`config.mk`:
```
export PLATFORM = sky130hd
export DESIGN_NAME = stream_mux_rr_flat
export DESIGN_NICKNAME = d
export VERILOG_FILES = /design/src/rtl/stream_mux_rr_if.sv /design/src/rtl/stream_mux_rr.sv /design/src/flat_wrapper.sv
export SDC_FILE = /design/constraint.sdc
export NUM_CORES = 1
export LEC_CHECK = 0
export ABC_AREA = 0
export CAP_MARGIN = 40
export CORE_ASPECT_RATIO = 1.25
export CORE_MARGIN = 2
export CORE_UTILIZATION = 43
export DETAILED_ROUTE_END_ITERATION = 8
export PLACE_DENSITY_LB_ADDON = 0.3
export SETUP_SLACK_MARGIN = 0.5
export SLEW_MARGIN = 20
export SYNTH_ARGS = -nofsm -noshare
export SYNTH_HDL_FRONTEND = slang
export SYNTH_SLANG_ARGS = --single-unit
export TNS_END_PERCENT = 50
```
`constraint.sdc`:
```
create_clock -name clk -period 5.5 [get_ports clk]
set_input_delay 0.55 -clock clk [delete_from_list [all_inputs] [get_ports clk]]
set_output_delay 0.55 -clock clk [all_outputs]
set_load 0.1 [all_outputs]
```
`src/rtl/stream_mux_rr_if.sv`:
```
// stream_mux_rr_if: handshake bundle shared by stream_mux_rr and its environment.
//   mode      : 0 = external select, 1 = round-robin arbitration
//   sel       : channel select, used in mode 0 only
//   in_data   : N packed channel words, channel i at [i*WIDTH +: WIDTH]
//   in_valid  : per-channel valid
//   in_ready  : per-channel ready (combinational, driven by the mux)
//   out_data  : registered output word
//   out_valid : registered output valid
//   out_ready : downstream ready
//   out_chan  : channel index that produced out_data
// Modport "slave" is the mux side; modport "master" is the producer/consumer side.
interface stream_mux_rr_if #(
  parameter int N     = 4,
  parameter int WIDTH = 8
);
  localparam int SELW = $clog2(N);

  logic                 mode;
  logic [SELW-1:0]      sel;
  logic [N*WIDTH-1:0]   in_data;
  logic [N-1:0]         in_valid;
  logic [N-1:0]         in_ready;
  logic [WIDTH-1:0]     out_data;
  logic                 out_valid;
  logic                 out_ready;
  logic [SELW-1:0]      out_chan;

  modport slave (
    input  mode, sel, in_data, in_valid, out_ready,
    output in_ready, out_data, out_valid, out_chan
  );

  modport master (
    output mode, sel, in_data, in_valid, out_ready,
    input  in_ready, out_data, out_valid, out_chan
  );
endinterface

```
`src/rtl/stream_mux_rr.sv`:
```
// stream_mux_rr: N-channel streaming multiplexer with a one-entry registered
// output stage. In mode 0 the channel is chosen by sel; in mode 1 a fair
// round-robin arbiter grants the next valid channel after the last grant.
// Ports:
//   clk   : rising-edge clock
//   rst_n : asynchronous active-low reset
//   bus   : stream_mux_rr_if.slave (mode, sel, in_*, out_*)
module stream_mux_rr #(
  parameter int N     = 4,
  parameter int WIDTH = 8,
  localparam int SELW = $clog2(N)
) (
  input  logic              clk,
  input  logic              rst_n,
  stream_mux_rr_if.slave    bus
);

  logic [WIDTH-1:0] out_data_q,  out_data_d;
  logic             out_valid_q, out_valid_d;
  logic [SELW-1:0]  out_chan_q,  out_chan_d;
  logic [SELW-1:0]  last_q,      last_d;

  logic             load_en;
  logic             cand_vld;
  logic [SELW-1:0]  cand;
  logic [WIDTH-1:0] cand_data;
  logic [N-1:0]     rdy;
  logic             xfer;

  // The output slot can take a word when empty or when it drains this cycle.
  assign load_en = !out_valid_q || bus.out_ready;

  // Candidate selection. Round-robin searches last+1, last+2, ... modulo N.
  always_comb begin
    int idx;
    idx      = 0;
    cand_vld = 1'b0;
    cand     = '0;
    if (!bus.mode) begin
      // sel can exceed N-1 when N is not a power of two.
      if (int'(bus.sel) < N) begin
        cand_vld = 1'b1;
        cand     = bus.sel;
      end
    end else begin
      for (int k = 1; k <= N; k++) begin
        idx = (int'(last_q) + k) % N;
        if (!cand_vld && bus.in_valid[idx]) begin
          cand_vld = 1'b1;
          cand     = SELW'(idx);
        end
      end
    end
  end

  always_comb begin
    cand_data = '0;
    for (int i = 0; i < N; i++) begin
      if (int'(cand) == i) cand_data = bus.in_data[i*WIDTH +: WIDTH];
    end
  end

  // One-hot ready; rst_n gating keeps every ready low while reset is held.
  always_comb begin
    rdy = '0;
    if (rst_n && load_en && cand_vld) rdy[cand] = 1'b1;
  end

  assign xfer         = |(rdy & bus.in_valid);
  assign bus.in_ready = rdy;

  always_comb begin
    out_data_d  = out_data_q;
    out_valid_d = out_valid_q;
    out_chan_d  = out_chan_q;
    last_d      = last_q;
    if (load_en) begin
      if (xfer) begin
        out_data_d  = cand_data;
        out_chan_d  = cand;
        out_valid_d = 1'b1;
        // Only arbitrated grants advance the fairness pointer.
        if (bus.mode) last_d = cand;
      end else begin
        out_valid_d = 1'b0;
      end
    end
  end

  always_ff @(posedge clk or negedge rst_n) begin
    if (!rst_n) begin
      out_data_q  <= '0;
      out_valid_q <= 1'b0;
      out_chan_q  <= '0;
      // last = N-1 so channel 0 has first priority after reset.
      last_q      <= SELW'(N - 1);
    end else begin
      out_data_q  <= out_data_d;
      out_valid_q <= out_valid_d;
      out_chan_q  <= out_chan_d;
      last_q      <= last_d;
    end
  end

  assign bus.out_data  = out_data_q;
  assign bus.out_valid = out_valid_q;
  assign bus.out_chan  = out_chan_q;

endmodule

```
`src/flat_wrapper.sv`:
```
// flat-port wrapper written by rule: the top's interface ports become plain ports
module stream_mux_rr_flat 
#(
  parameter int N     = 4,
  parameter int WIDTH = 8,
  localparam int SELW = $clog2(N)
)
  (clk, rst_n, bus_mode, bus_sel, bus_in_data, bus_in_valid, bus_out_ready, bus_in_ready, bus_out_data, bus_out_valid, bus_out_chan);
  stream_mux_rr_if #(.N(N), .WIDTH(WIDTH)) bus_i ();
  input  logic clk;
  input  logic rst_n;
  input wire logic [$bits(bus_i.mode)-1:0] bus_mode;
  input wire logic [$bits(bus_i.sel)-1:0] bus_sel;
  input wire logic [$bits(bus_i.in_data)-1:0] bus_in_data;
  input wire logic [$bits(bus_i.in_valid)-1:0] bus_in_valid;
  input wire logic [$bits(bus_i.out_ready)-1:0] bus_out_ready;
  output wire logic [$bits(bus_i.in_ready)-1:0] bus_in_ready;
  output wire logic [$bits(bus_i.out_data)-1:0] bus_out_data;
  output wire logic [$bits(bus_i.out_valid)-1:0] bus_out_valid;
  output wire logic [$bits(bus_i.out_chan)-1:0] bus_out_chan;
  assign bus_i.mode = bus_mode;
  assign bus_i.sel = bus_sel;
  assign bus_i.in_data = bus_in_data;
  assign bus_i.in_valid = bus_in_valid;
  assign bus_i.out_ready = bus_out_ready;
  assign bus_in_ready = bus_i.in_ready;
  assign bus_out_data = bus_i.out_data;
  assign bus_out_valid = bus_i.out_valid;
  assign bus_out_chan = bus_i.out_chan;
  stream_mux_rr #(.N(N), .WIDTH(WIDTH)) u_core (.clk(clk), .rst_n(rst_n), .bus(bus_i));
endmodule
```
# Word level (Yosys, flattened, before mapping)
# Cells that the tools add are included.
# totals
ff_bits,13
out_inout_bits,15
word_cells,74
# classes
addsub,4
order_cmp,6
eq_ne,3
mux,33
bitwise_logic,5
reduce_logical,19
# ops
operator,n
8-bit 2-to-1 mux,4
1-bit 2-to-1 mux,18
3-bit by 4-bit < comparator with 1-bit output (second input constant),4
2-bit 2-to-1 mux,5
1-bit binary-select mux with 2-bit select,4
2-bit OR reduction,4
1-bit logical AND,6
2-bit by 1-bit adder with 2-bit output (second input constant),2
2-bit adder (second input constant),2
1-bit AND (first input constant),4
4-bit AND,1
2-bit equality test (second input constant),2
1-bit logical NOT,4
4-bit 2-to-1 mux,1
4-bit OR reduction,1
2-bit by 3-bit < comparator with 1-bit output (second input constant),1
3-bit AND reduction,1
1-bit demux with 2-bit select,1
2-bit by 1-bit equality test with 1-bit output (second input constant),1
2-bit by 1-bit >= comparator with 1-bit output (second input constant),1
2-bit logical NOT,1
2-bit AND reduction,1
1-bit logical OR,1

# Longest topological paths before layout
# Gate-level depths: netlist of the first run.
# depth
ltp_word,28
mapped_depth,9

# Worst setup path after synthesis of the first run
# Ideal clock, no wire load.
# synth_timing
path_type,input port to output port
from,input bus_in_valid[3]
to,output bus_in_ready[0]
arrival_time_ps,2990
t_required_ps,4950
setup_slack_ps,1960
cell_stages,6
n_path_buf,1
cell_sequence,or2b_4 > a21boi_2 > o41ai_4 > buf_2 > inv_1 > nor2_1
# synth_between
elab_chain_cells,22
word_cells_on_any_way,38
# synth_rtl
item,line,source
from (decl),flat_wrapper.sv:15,input wire logic [$bits(bus_i.in_valid)-1:0] bus_in_valid;
1-bit binary-select mux with 2-bit select,stream_mux_rr.sv:48,if (!cand_vld && bus.in_valid[idx]) begin
1-bit 2-to-1 mux (not written as such) (2 in series),stream_mux_rr.sv:48,
1-bit 2-to-1 mux,stream_mux_rr.sv:48,
1-bit 2-to-1 mux,stream_mux_rr.sv:39,if (!bus.mode) begin
1-bit logical NOT,stream_mux_rr.sv:48,
1-bit logical AND,stream_mux_rr.sv:48,
1-bit 2-to-1 mux,stream_mux_rr.sv:48,
1-bit 2-to-1 mux,stream_mux_rr.sv:39,
[... 5 more ...],--,
1-bit logical AND,stream_mux_rr.sv:48,
2-bit 2-to-1 mux,stream_mux_rr.sv:48,
2-bit 2-to-1 mux,stream_mux_rr.sv:39,
2-bit by 3-bit < comparator with 1-bit output (not written as such) or 2-bit by 1-bit >= comparator with 1-bit output (tied branches),stream_mux_rr.sv:66,if (rst_n && load_en && cand_vld) rdy[cand] = 1'b1;
1-bit logical AND (not written as such),stream_mux_rr.sv:66,
1-bit 2-to-1 mux (not written as such),stream_mux_rr.sv:66,
1-bit demux with 2-bit select,--,
4-bit 2-to-1 mux *,stream_mux_rr.sv:66,
to (decl),flat_wrapper.sv:17,output wire logic [$bits(bus_i.in_ready)-1:0] bus_in_ready;
# Every way passes the cells marked *; elsewhere a longest branch is shown, timed or not. The select of a mux whose other input is x is not followed.

# Worst setup path after layout of the first run
# layout_timing
from,input bus_in_valid[3]
to,output bus_in_ready[3]
# Same word-level chain as after synthesis.

==> reports/qor.yml, run 1 <==
grt:
  grt_pass1_wl_um: 4740
  grt_max_degree: 22
  grt_pass1_vias: 1120
  antenna_found_initial: 0
  grt_overflow_total: 0
  grt.met2_usage_pct: 38.3
  gr-usage-all-layers_pct: 20.7
  met1_usage_pct: 23.4
  grtUsageMet3_pct: 2.96
  grt-busiest-layer: "met2"
cts:
  clock-sinks: 13
  cts_tree: "built"
  cts_max_path_buffers: 2
  path_clk_slew_ns: 0.07
  post_cts.repair.setup_buffers: 0
  clk_latency_ns: 0.29
  htree_num_levels: 1
  cts_root_buf: "clkbuf_4"
  cts_resized: 0
  hold_buffers: 0
  cts_inserted_buffers: 3
hold_path:
  hold_class: "reg2reg"
  min_to: "u_core.bus.out_data[0]"
  hold_start: "u_core.bus.out_data[0]"
  hold-path-cell-count: 1
timing:
  fin_crit_sh_pct: 66.6
  rsz0062_at_grt: "no"
  maxSlewHeadroom_pct: 60.6
  fmax_ghz: 0.273
  fin_crit_ns: 3.67
  tightestPinTransition_ns: 0.589
  setup_ws_ns: 1.83
  clock_skew_ns: 0.0173
  setup_tns_ns: 0
  setup_violations: 0
  drv_slew: 0
  final-hold-violation-count: 0
finish:
  design_area_um2: 1920
  nets: 216
  final_layout_size_suffix_gt1_share_pct: 23.7
  areaGrowthSynthToFinish_pct: 72.3
  n_antenna_cell: 0
setup_path:
  r2r_end: "u_core.bus.out_data[4]"
  critical_path_class: "in2out"
  worstSetupStartpointType: "primary input"
  ff2ff_setup_slack_ns: 3.00
  critical_path.max_fanout: 21
  endpoint_kind: "primary output"
  rr_worst_depth: 7
  r2r_start: "u_core.last_q[1]"
  arrival_ns: 3.12
  worstPathRequired_ns: 4.95
yosys:
  synth-adder-area-share_pct: 0
  ys_warn_count: 0
  synth_compound_area_share_pct: 16.9
  synth-seq-area-share_pct: 29.4
  synth_top_family_by_area: "multiplexers"
  ys_types: 32
  synth-simple-area-share_pct: 9.08
  synthMuxAreaShare_pct: 38.3
  yosys_register_bits: 13
  syn_area_um2: 1120
  avgSynthCellArea_um2: 10.8
  synth_nets: 145
  synth_xor_area_share_pct: 0
  synth_cells: 103
detailed_routing:
  first_iter_violations: 15
  via_count: 1067
  drcViolationCount: 0
  vias_per_cell: 5.18
  wl_per_cell_um: 14.1
  finalWirelength_um: 2910
  dr.pass1.iters: 4
  drtAntennaViolNets: 0
placement:
  portBuffers: 56
  gp_congestion: 0.946
  place_area_um2: 1900
  dpl.hpwl_um: 2340
  dp_slack_ns: 1.86
power_and_ir_drop:
  p_leak_nw: 0.867
  pwr_density_cell_nw_per_um2: 527
  power_mw: 1.01
  vdd_ir_drop_max_uv: 469
die:
  io_pins: 57
  dieArea_um2: 3020
  dieWidth_um: 49.6
  std_cell_rows: 20
  core_um2: 2450
  start_util_pct: 45.5
  die_h_um: 61.0
job:
  max_cap_violations: 0
status:
  status: "complete, no violations"
-- critical path, cell delays in order --
cell and delay [ns]:
clkdlybuf4s50_1 0.59, or2b_4 0.32, a211oi_2 0.30, a21oi_2 0.05, buf_4 0.25, nand2b_1 0.21, nor2_1 0.10, clkdlybuf4s50_1 0.53
buf_8 0.21
-- final cells by class --
type	count	area (µm²)
clock buffers	3	22.5
well taps	33	41.3
inverters	7	26.3
clock inverters	1	5.00
repair buffers	71	778
fillers	177	529
flip-flops and latches	13	328
multi-input cells	78	722
-- sequential cells by signal (all words and copies together), names as in the netlist --
signal	count
u_core.bus.out_data	8
u_core.bus.out_chan	2
u_core.last_q	2
u_core.bus.out_valid	1
-- how the worst max path moves through the flow --
stage	start	to	slack, ns	depth (start not counted)
floorplan	bus_in_valid[3]	bus_in_ready[0]	1.96	6
global placement	bus_in_valid[3]	bus_in_ready[3]	1.55	8
detailed placement	bus_in_valid[3]	bus_in_ready[3]	1.86	9
CTS	bus_in_valid[3]	bus_in_ready[3]	1.85	9
global route	bus_in_valid[3]	bus_in_ready[3]	1.70	9
finish	bus_in_valid[3]	bus_in_ready[3]	1.83	9
-- cells in the final DEF (no fill, tap or decap) --
cell / n
mux2_4: 9
or2_2: 1
nor3b_1: 1
o21bai_1: 1
a21oi_1: 3
dfrtp_1: 11
nand2b_1: 4
o21a_1: 1
a41oi_1: 1
o22ai_1: 1
nor3_1: 1
a21o_1: 1
mux4_2: 1
a21boi_2: 1
clkinv_2: 1
nor2_1: 5
clkdlybuf4s50_1: 54
o21ai_0: 6
a211oi_1: 1
or2b_4: 1
o221ai_2: 1
buf_4: 4
inv_1: 7
clkbuf_4: 3
a211oi_2: 1
o211a_1: 1
a22o_1: 1
nor4b_1: 1
buf_8: 12
or4_1: 1
mux2i_1: 27
a21oi_2: 2
dfstp_2: 2
o41ai_4: 1
buf_16: 1
nand2_1: 3
-- power by group --
| group | switching (mW) | total, mW | internal, mW |
|---|---|---|---|
| clock | 0.0341 | 0.0611 | 0.0270 |
| combinational | 0.447 | 0.771 | 0.324 |
| sequential | 0.0368 | 0.181 | 0.145 |
| total | 0.518 | 1.01 | 0.496 |
-- synth_stat cells, drive strengths merged --
cell type / number / area share (%)
a211oi: 2 / 1.8
a21boi: 1 / 1.0
a21o: 1 / 0.67
a21oi: 5 / 2.6
a22o: 1 / 0.78
a41oi: 1 / 0.78
buf: 5 / 3.9
dfrtp: 11 / 25
dfstp: 2 / 4.7
inv: 7 / 2.4
mux2: 9 / 12
mux2i: 27 / 24
mux4: 1 / 2.0
nand2: 3 / 1.0
nand2b: 4 / 2.2
nor2: 5 / 1.7
nor3: 1 / 0.45
nor3b: 1 / 0.67
nor4b: 1 / 0.78
o211a: 1 / 0.90
o21a: 1 / 0.67
o21ai: 6 / 2.7
o21bai: 1 / 0.67
o221ai: 1 / 1.3
o22ai: 1 / 0.56
o41ai: 1 / 2.5
or2: 1 / 0.56
or2b: 1 / 1.0
or4: 1 / 0.67
-- per-layer routing --
layer | routed length, µm | vias to the layer above
li1 | - | 521
met1 | 1180 | 494
met2 | 1520 | 46
met3 | 154 | 6
met4 | 53 | 0
met5 | 0 | -
-- through the flow --
| step | hold slack, ns | util, % | instances |
|---|---|---|---|
| finish | 0.521 | 78.4 | 206 |
| global route | 0.537 | 78.4 | 206 |
| CTS | 0.525 | 78.4 | 206 |
| detailed placement | 0.498 | 77.3 | 202 |
| global placement | 0.500 | 68.8 | 189 |
| floorplan | 0.254 | - | 103 |
-- kinds of logic (layout without fill, tap and decap cells) --
logic type / count (synthesis) / after routing
simple gates: 18 / 18
buf+inv: 12 / 82
mux: 37 / 37
compound gates: 23 / 23
flops: 13 / 13
No activity file was read; power rests on OpenSTA's default activity.
==> run 2, diff against run 1 <==
Settings changed: CORE_UTILIZATION 43 to 40.
Clock period 5.5 ns to 3.4 ns, I/O delays scaled along.
==> reports/qor.yml, run 2 (synthesis results as in run 1) <==
status:
  status: "complete, no violations"  # unchanged
timing:
  fin_crit_ns: 2.83
  fin_crit_sh_pct: 83.1
  rsz0062_at_grt: "no"  # unchanged
  final-hold-violation-count: 0  # unchanged
  maxSlewHeadroom_pct: 64.5  # was 60.6%
  setup_tns_ns: 0  # unchanged
  drv_slew: 0  # unchanged
  fmax_ghz: 0.354
  setup_violations: 0  # unchanged
  clock_skew_ns: 0.00524  # was 0.0173 ns
  tightestPinTransition_ns: 0.532  # was 0.589 ns
cts:
  cts_tree: "built"  # unchanged
  clock-sinks: 13  # unchanged
  cts_root_buf: "clkbuf_4"  # unchanged
  htree_num_levels: 1  # unchanged
  cts_inserted_buffers: 3  # unchanged
  clk_latency_ns: 0.27  # was 0.29 ns
  hold_buffers: 0  # unchanged
  path_clk_slew_ns: 0.08  # was 0.07 ns
  cts_max_path_buffers: 2  # unchanged
detailed_routing:
  first_iter_violations: 27  # was 15
  dr.pass1.iters: 4  # unchanged
  vias_per_cell: 5.28  # was 5.18
  wl_per_cell_um: 14.9  # was 14.1 µm
  drtAntennaViolNets: 0  # unchanged
  via_count: 1104  # was 1067
  finalWirelength_um: 3120  # was 2910 µm
  drcViolationCount: 0  # unchanged
grt:
  grt_max_degree: 15  # was 22
  grt_pass1_wl_um: 5270  # was 4740 µm
  grt_pass1_vias: 1183  # was 1120
  grt_overflow_total: 0  # unchanged
  gr-usage-all-layers_pct: 21.6  # was 20.7%
  antenna_found_initial: 0  # unchanged
finish:
  largest_reg_flops: 8  # unchanged
  mostFrequentLayoutCells: "52 x clkdlybuf4s50_1, 27 x mux2i_1, 11 x dfrtp_1, 10 x buf_8, 9 x mux2_4"  # was 54 x clkdlybuf4s50_1, 27 x mux2i_1, 12 x buf_8, 11 x dfrtp_1, 9 x mux2_4
  final_layout_size_suffix_gt1_share_pct: 25.1  # was 23.7%
  nets: 218  # was 216
  fill_cells: 202  # was 177
  layout.cells.most_common: "clkdlybuf4s50_1"  # unchanged
  multi_input_area_um2: 729  # was 722 µm²
  regArea_um2: 328  # unchanged
  areaGrowthSynthToFinish_pct: 77.0  # was 72.3%
  design_area_um2: 1980  # was 1920 µm²
  n_antenna_cell: 0  # unchanged
power_and_ir_drop:
  pwr_density_cell_nw_per_um2: 838  # was 527 nW/µm²
  vdd_ir_drop_max_uv: 636  # was 469 µV
  p_leak_nw: 0.885  # was 0.867 nW
placement:
  portBuffers: 56  # unchanged
  gp_congestion: 0.840  # was 0.946
  place_area_um2: 1930  # was 1900 µm²
  dpl.hpwl_um: 2530  # was 2340 µm
setup_path:
  ff2ff_setup_slack_ns: 0.87  # was 3.00 ns
  critical_path_class: "in2out"  # unchanged
  r2r_start: "u_core.last_q[0]"  # was u_core.last_q[1]
  worstSetupStartpointType: "primary input"  # unchanged
  endpoint_kind: "primary output"  # unchanged
  critical_path.max_fanout: 13  # was 21
  rr_worst_depth: 6  # was 7
  crit_start: "bus_in_valid[1]"  # was bus_in_valid[3]
  r2r_end: "u_core.bus.out_data[1]"  # was u_core.bus.out_data[4]
  worstPathRequired_ns: 3.06  # was 4.95 ns
  arrival_ns: 2.49  # was 3.12 ns
die:
  std_cell_rows: 21  # was 20
  dieWidth_um: 51.2  # was 49.6 µm
  core_um2: 2680  # was 2450 µm²
  io_pins: 57  # unchanged
  start_util_pct: 41.6  # was 45.5%
  die_h_um: 63.1  # was 61.0 µm
  dieArea_um2: 3230  # was 3020 µm²
hold_path:
  hold_class: "in2async"  # was reg2reg
job:
  max_cap_violations: 0  # unchanged
run 2: changes by cell type in the layout (fill, tap and decap cells not counted), sizes merged:
cell           delta
clkinv            -1
clkdlybuf4s50     -2
clkbuf            +1
buf               +4
run 2: where the power goes:
part | total, mW | internal, mW | leakage [nW] | switching [mW]
combinational | 1.26 | 0.532 | 0.718 | 0.731
sequential | 0.298 | 0.234 | 0.152 | 0.0640
clock | 0.0948 | 0.0454 | 0.0150 | 0.0493
run 2: metrics by stage:
step	hold WS [ns]	utilization [%]	worst slack [ns]	cells	power, mW
final	0.368	73.7	0.573	209	1.66
after global routing	0.366	73.7	0.509	209	1.72
after CTS	0.370	73.2	0.599	208	1.66
after detailed placement	0.500	72.2	0.459	204	1.56
after floorplan	0.0444	-	0.117	103	1.08
after global placement	0.510	65.5	0.526	193	1.32
run 2: how the worst max path moves through the flow:
stage / to / slack, ns / depth (start not counted)
floorplan: bus_in_ready[0] / 0.12 / 6
global placement: u_core.bus.out_data[1] / 0.53 / 7
detailed placement: u_core.bus.out_data[5] / 0.46 / 7
CTS: bus_in_ready[3] / 0.60 / 8
global route: bus_in_ready[0] / 0.51 / 8
finish: bus_in_ready[1] / 0.57 / 8
run 2: timing repair:
item	4_1_cts	5_1_grt
buffers inserted	0	1
endpoints found under the setup margin	0	4
gates resized for setup	0	1
run 2: layout make-up:
cell class	count	area share [%]
Clock buffer	4	1.33
Sequential cell	13	16.6
Tap cell	34	2.15
Timing Repair Buffer	73	41.7
Multi-Input combinational cell	78	36.9
Inverter	7	1.33
run 2: metal layers:
layer | track usage [%] | wire length, µm
met2 | 39.4 | 1760
met3 | 3.08 | 202
met4 | 8.88 | 36
met1 | 24.5 | 1120
met5 | 0 | 0
run 2: worst max-delay path: stages:
cell and delay (ns):
clkdlybuf4s50_1 0.63, nor3b_1 0.41, a211oi_4 0.10, a21oi_2 0.22, buf_4 0.28, nand2_1 0.10
nor2_1 0.19, buf_12 0.21
